==> src/rtl/fetch_pkg.sv <==
// Shared types and defaults for the instruction fetch stage.
// The optional performance counters are enabled with FETCH_PERF_CNT_EN.
package fetch_pkg;

    localparam int          ADDR_W_DEF       = 16;
    localparam int          INSTR_W_DEF      = 16;
    localparam logic [15:0] RESET_VECTOR_DEF = 16'h0000;

    localparam int CNT_W        = 16;
    localparam int NUM_PERF_CNT = 2;
    localparam int PERF_FETCH   = 0;
    localparam int PERF_BRANCH  = 1;

    typedef enum logic [1:0] {
        S_BOOT,
        S_FETCH,
        S_HOLD,
        S_DRAIN
    } fetch_state_e;

    // Increment that sticks at all-ones instead of wrapping.
    function automatic logic [CNT_W-1:0] sat_inc(input logic [CNT_W-1:0] value);
        return (value == '1) ? value : value + CNT_W'(1);
    endfunction

endpackage

==> src/rtl/fetch_perf_counters.sv <==
// Saturating event counters for the fetch stage: accepted fetches and taken branches.
// Only instantiated when FETCH_PERF_CNT_EN is defined.
module fetch_perf_counters
    import fetch_pkg::*;
(
    input  logic             clk,
    input  logic             srst,
    input  logic             fetch_inc,
    input  logic             branch_inc,
    output logic [CNT_W-1:0] fetch_count,
    output logic [CNT_W-1:0] branch_count
);

    logic [NUM_PERF_CNT-1:0]            inc;
    logic [NUM_PERF_CNT-1:0][CNT_W-1:0] count_bus;

    always_comb begin
        inc              = '0;
        inc[PERF_FETCH]  = fetch_inc;
        inc[PERF_BRANCH] = branch_inc;
    end

    generate
        for (genvar gi = 0; gi < NUM_PERF_CNT; gi++) begin : g_cnt
            logic [CNT_W-1:0] count_reg;

            always_ff @(posedge clk) begin
                if (srst) begin
                    count_reg <= '0;
                end else if (inc[gi]) begin
                    count_reg <= sat_inc(count_reg);
                end
            end

            assign count_bus[gi] = count_reg;
        end
    endgenerate

    assign fetch_count  = count_bus[PERF_FETCH];
    assign branch_count = count_bus[PERF_BRANCH];

endmodule

==> src/rtl/fetch_unit.sv <==
// Instruction fetch stage: owns the PC, fetches one word per request and hands it to decode.
// Define FETCH_PERF_CNT_EN to enable the fetch / taken-branch counters (otherwise tied to zero).
module fetch_unit
    import fetch_pkg::*;
#(
    parameter int                ADDR_W       = ADDR_W_DEF,
    parameter int                INSTR_W      = INSTR_W_DEF,
    parameter logic [ADDR_W-1:0] RESET_VECTOR = ADDR_W'(RESET_VECTOR_DEF)
) (
    input  logic               clk_pi,
    input  logic               reset_pi,
    input  logic               branch_valid_pi,
    input  logic               is_branch_taken_pi,
    input  logic [ADDR_W-1:0]  branch_target_pi,
    input  logic               stall_pi,
    output logic               imem_req_po,
    output logic [ADDR_W-1:0]  imem_addr_po,
    input  logic               imem_ack_pi,
    input  logic [INSTR_W-1:0] imem_rdata_pi,
    output logic [INSTR_W-1:0] instr_po,
    output logic [ADDR_W-1:0]  instr_pc_po,
    output logic               instr_valid_po,
    output logic               flush_po,
    output logic [15:0]        fetch_count_po,
    output logic [15:0]        branch_count_po
);

    fetch_state_e       state_reg, state_next;
    logic [ADDR_W-1:0]  pc_reg, pc_next;
    logic [ADDR_W-1:0]  drain_addr_reg, drain_addr_next;
    logic [INSTR_W-1:0] instr_reg, instr_next;
    logic [ADDR_W-1:0]  instr_pc_reg, instr_pc_next;
    logic               instr_valid_reg, instr_valid_next;
    logic [INSTR_W-1:0] skid_instr_reg, skid_instr_next;
    logic [ADDR_W-1:0]  skid_pc_reg, skid_pc_next;
    logic               flush_reg, flush_next;

    logic               branch_taken;
    logic               held;
    logic               req;
    logic [ADDR_W-1:0]  req_addr;

    assign branch_taken = branch_valid_pi & is_branch_taken_pi;
    assign held         = instr_valid_reg & stall_pi;
    assign req          = (state_reg == S_FETCH) || (state_reg == S_DRAIN);
    // While draining, the abandoned request keeps its original address until acked.
    assign req_addr     = (state_reg == S_DRAIN) ? drain_addr_reg : pc_reg;

    always_comb begin
        state_next       = state_reg;
        pc_next          = pc_reg;
        drain_addr_next  = drain_addr_reg;
        instr_next       = instr_reg;
        instr_pc_next    = instr_pc_reg;
        instr_valid_next = instr_valid_reg;
        skid_instr_next  = skid_instr_reg;
        skid_pc_next     = skid_pc_reg;
        flush_next       = 1'b0;

        if (branch_taken) begin
            pc_next          = branch_target_pi;
            flush_next       = 1'b1;
            instr_valid_next = 1'b0;
            if (req && !imem_ack_pi) begin
                state_next      = S_DRAIN;
                drain_addr_next = req_addr;
            end else begin
                state_next = S_FETCH;
            end
        end else begin
            case (state_reg)
                S_BOOT: begin
                    state_next = S_FETCH;
                end
                S_FETCH: begin
                    if (imem_ack_pi) begin
                        pc_next = pc_reg + ADDR_W'(1);
                        if (held) begin
                            // Decode still owns the current word: park the new one.
                            skid_instr_next = imem_rdata_pi;
                            skid_pc_next    = pc_reg;
                            state_next      = S_HOLD;
                        end else begin
                            instr_next       = imem_rdata_pi;
                            instr_pc_next    = pc_reg;
                            instr_valid_next = 1'b1;
                        end
                    end else if (!stall_pi) begin
                        instr_valid_next = 1'b0;
                    end
                end
                S_HOLD: begin
                    if (!stall_pi) begin
                        instr_next       = skid_instr_reg;
                        instr_pc_next    = skid_pc_reg;
                        instr_valid_next = 1'b1;
                        state_next       = S_FETCH;
                    end
                end
                S_DRAIN: begin
                    if (imem_ack_pi) begin
                        state_next = S_FETCH;
                    end
                end
                default: begin
                    state_next = S_BOOT;
                end
            endcase
        end
    end

    always_ff @(posedge clk_pi) begin
        if (reset_pi) begin
            state_reg       <= S_BOOT;
            pc_reg          <= RESET_VECTOR;
            drain_addr_reg  <= RESET_VECTOR;
            instr_reg       <= '0;
            instr_pc_reg    <= '0;
            instr_valid_reg <= 1'b0;
            skid_instr_reg  <= '0;
            skid_pc_reg     <= '0;
            flush_reg       <= 1'b0;
        end else begin
            state_reg       <= state_next;
            pc_reg          <= pc_next;
            drain_addr_reg  <= drain_addr_next;
            instr_reg       <= instr_next;
            instr_pc_reg    <= instr_pc_next;
            instr_valid_reg <= instr_valid_next;
            skid_instr_reg  <= skid_instr_next;
            skid_pc_reg     <= skid_pc_next;
            flush_reg       <= flush_next;
        end
    end

    assign imem_req_po    = req;
    assign imem_addr_po   = req_addr;
    assign instr_po       = instr_reg;
    assign instr_pc_po    = instr_pc_reg;
    assign instr_valid_po = instr_valid_reg;
    assign flush_po       = flush_reg;

`ifdef FETCH_PERF_CNT_EN
    logic accept_ack;

    // Acks in S_DRAIN or squashed by a same-cycle branch are not counted.
    assign accept_ack = (state_reg == S_FETCH) & imem_ack_pi & ~branch_taken;

    fetch_perf_counters u_perf (
        .clk          (clk_pi),
        .srst         (reset_pi),
        .fetch_inc    (accept_ack),
        .branch_inc   (branch_taken),
        .fetch_count  (fetch_count_po),
        .branch_count (branch_count_po)
    );
`else
    assign fetch_count_po  = 16'h0000;
    assign branch_count_po = 16'h0000;
`endif

endmodule
==> config.mk <==
export PLATFORM = sky130hd
export DESIGN_NAME = fetch_unit
export DESIGN_NICKNAME = d
export VERILOG_FILES = /design/src/rtl/fetch_pkg.sv /design/src/rtl/fetch_perf_counters.sv /design/src/rtl/fetch_unit.sv
export SDC_FILE = /design/constraint.sdc
export NUM_CORES = 1
export LEC_CHECK = 0
export CAP_MARGIN = 20
export CORE_MARGIN = 3
export CORE_UTILIZATION = 53
export DETAILED_ROUTE_END_ITERATION = 8
export PLACE_DENSITY = 0.86
export SYNTH_ARGS = -nofsm -noshare
export SYNTH_HDL_FRONTEND = slang
export SYNTH_SLANG_ARGS = --single-unit
==> constraint.sdc <==
create_clock -name clk_pi -period 3.3 [get_ports clk_pi]
set_input_delay 0.66 -clock clk_pi [delete_from_list [all_inputs] [get_ports clk_pi]]
set_output_delay 0.66 -clock clk_pi [all_outputs]
set_load 0.005 [all_outputs]
==> impl_metrics.py <==
metrics = {
    "floorplanning": {
        "ios": 121,
        "row_count": 33,
        "coreArea_um2": 8340,
        "die_area_um2": 9890,
        "die_w_um": 99.5,
        "die_y_um": 99.5,
        "start_util_pct": 55.5,
    },
    "power_and_ir_drop": {
        "power.share.clock_pct": 27.5,
        "power.density_nw_per_um2": 513,
        "vdd_ir_drop_max_uv": 277,
        "seqPwrFrac_pct": 48.3,
        "intPower_mw": 2.05,
        "switching_share_pct": 29.0,
        "p_sw_mw": 0.841,
        "pwr-share-comb_pct": 24.2,
        "power_leakage_nw": 1.95,
        "power_mw": 2.89,
    },
    "grt": {
        "met3_usage_pct": 4.42,
        "met1_usage_pct": 28.1,
        "grt_pass1_vias": 3670,
        "grtUsageTotal_pct": 21.6,
        "antenna_found_initial": 0,
        "gr-max-usage-layer": "met2",
        "overflow": 0,
        "global_route.usage.met2_pct": 35.4,
        "grt_max_degree": 65,
        "grt_pass1_wl_mm": 17.4,
    },
    "hold_path": {
        "min-delay-start": "skid_pc_reg[9]",
        "holdPathEnd": "skid_pc_reg[9]",
        "hp-class": "reg -> reg",
        "hold_depth": 2,
    },
    "worst_setup_path": {
        "crit_required_ps": 2640,
        "regToRegStartpoint": "state_reg[1]",
        "reg2regPathDepth": 6,
        "crit_fanout": 11,
        "cp-start-kind": "flop",
        "worstReg2RegEnd": "skid_pc_reg[0]",
        "cp_data_arrival_time_ps": 2290,
        "crit_type": "reg -> out",
        "ff2ff_setup_slack_ps": 1080,
        "cp-end-kind": "primary output",
    },
    "layout": {
        "final_cells": 706,
        "finalNetCount": 639,
        "fillers": 653,
        "num_antenna_cells": 0,
        "post-route-util_pct": 67.7,
        "register_area_um2": 2000,
        "drive_gt1_share_pct": 8.15,
        "area_growth_pct": 22.0,
        "multi_input_area_um2": 2340,
    },
    "detailed_routing": {
        "routedWlPerCell_um": 15.2,
        "drt_iter0_drc": 213,
        "ant_nets": 0,
        "drt-total-wl_mm": 10.8,
        "drc_errors": 0,
        "first_pass_iters": 5,
        "num_vias": 3849,
        "viasPerCell": 5.45,
    },
    "timing": {
        "hold_viol": 0,
        "clock_skew_ps": 15.4,
        "setup_violations": 0,
        "post-route-min-period_ps": 2950,
        "tightest_slew_ps": 1050,
        "rsz0062_at_grt": "no",
        "fin_crit_sh_pct": 89.4,
        "clock.fmax_ghz": 0.339,
        "fin_setup_tns_ps": 0,
        "drv_slew": 0,
        "slew_headroom_pct": 30.1,
    },
    "place": {
        "place_inst": 690,
        "place.detailed.hpwl_mm": 7.47,
        "io_buffers": 88,
        "gp_congestion": 0.843,
    },
    "clock_tree": {
        "cts_buffers": 9,
        "root_buffer": "clkbuf_8",
        "cts_resized": 0,
        "worstSkewPairLatency_ps": 370,
        "clock-sinks": 100,
        "cts_max_path_buffers": 2,
        "postCtsHoldBufs": 0,
        "h-tree-depth": 3,
        "cts_setup_buffers": 0,
        "tritoncts": "built",
        "clkTransAtPathRegs_ps": 110,
    },
    "run": {
        "cap_violations": 0,
    },
    "synthesis": {
        "syn_area_um2": 4630,
        "yosysSeqAreaShare_pct": 43.2,
        "syn_area_per_cell_um2": 8.73,
        "postSynthCellCount": 530,
        "synthDistinctLibCells": 40,
        "synth_seq_cells": 100,
        "ys_warn_count": 0,
    },
    "outcome": {
        "outcome": "finished, final reports clean",
    },
}
==> how the worst max path moves through the flow <==
stage	endpoint	slack, ps	from
global route	imem_addr_po[15]	270	state_reg[0]
floorplan	imem_addr_po[0]	1220	state_reg[0]
global placement	skid_pc_reg[10]	660	imem_ack_pi
CTS	imem_addr_po[10]	350	state_reg[0]
finish	imem_addr_po[10]	350	state_reg[0]
detailed placement	skid_instr_reg[2]	610	imem_ack_pi
==> metrics by stage <==
stage          cell area [µm²]  setup slack [ps]  hold WS, ps
4_1_cts                   5650               346          461
3_5_place_dp              5450               605          448
2_1_floorplan             4750              1220          436
6_report                  5650               349          461
3_3_place_gp              5450               664          441
5_1_grt                   5650               269          483
==> final cells by class <==
| class | instances | area share, % |
|---|---|---|
| inverters | 3 | 0.199 |
| repair buffers | 98 | 17.1 |
| multi-input cells | 384 | 41.4 |
| well taps | 105 | 2.33 |
| clock buffers | 10 | 2.26 |
| clock inverters | 6 | 1.29 |
| flip-flops and latches | 100 | 35.5 |
==> power groups by stage <==
stage	Sequential, mW	Combinational (mW)	Clock [mW]
floorplan	1.41	0.397	0
global placement	1.42	0.683	0
detailed placement	1.43	0.699	0
CTS	1.40	0.704	0.803
global route	1.41	0.769	0.851
finish	1.40	0.700	0.796
==> cells in the mapped netlist (all sizes together) <==
library cell	count	area share, %
dfxtp	100	43
nand2	75	6.2
nor2	66	5.4
mux2i	48	10
buf	46	6.5
a211oi	43	7.0
a21oi	33	3.6
clkbuf	28	2.3
mux2	16	3.9
xor2	8	1.5
nand3	6	0.65
nand4	6	0.81
ha	5	1.4
nor3	5	0.54
o21ai	5	0.54
and4	4	0.76
a311oi	3	0.57
and2	3	0.41
inv	3	0.24
nor4	3	0.41
or2	3	0.41
a31oi	2	0.27
nor3b	2	0.32
o21bai	2	0.32
o31ai	2	0.32
or3	2	0.27
or4	2	0.32
xnor2	2	0.38
a2111oi	1	0.19
and2b	1	0.16
conb	1	0.081
nand2b	1	0.14
o211a	1	0.22
o21a	1	0.16
o31a	1	0.19
==> per-layer routing <==
layer / share of wire (%) / vias up
li1: - / 1908
met1: 43 / 1764
met2: 49 / 146
met3: 6.1 / 31
met4: 2.2 / 0
met5: 0 / -
==> kinds of logic (layout without fill, tap and decap cells) <==
| kind of cell | count (synthesis) | after routing | share of synthesized area (%) |
|---|---|---|---|
| other | 1 | 32 | 0.0810 |
| buffers and inverters | 77 | 117 | 9.05 |
| DFF | 100 | 100 | 43.2 |
| adders and majority gates | 5 | 5 | 1.35 |
| xor gates and xnor gates | 10 | 10 | 1.89 |
| and+or+nand+nor | 179 | 179 | 16.8 |
| muxes | 64 | 64 | 14.3 |
| AOI/OAI and AO/OA | 94 | 94 | 13.3 |
==> critical path: stages (launching register included) <==
cell             delay (ps)
dfxtp_1                 430
ha_1                    390
buf_4                   270
mux2_2                  360
clkdlybuf4s50_1         470
==> placed cells by master (no fill, tap or decap), drive strengths merged, types with 4 or more instances in the layout <==
cell type	count
and4	4
ha	5
dfxtp	100
nor3	5
nand2	75
nand4	6
clkbuf	10
a211oi	43
clkdlybuf4s50	87
xor2	8
inv	4
nor2	66
nand3	6
o21ai	5
mux2	16
conb	32
mux2i	48
buf	11
a21oi	33
No activity file was read; power rests on OpenSTA's default activity.
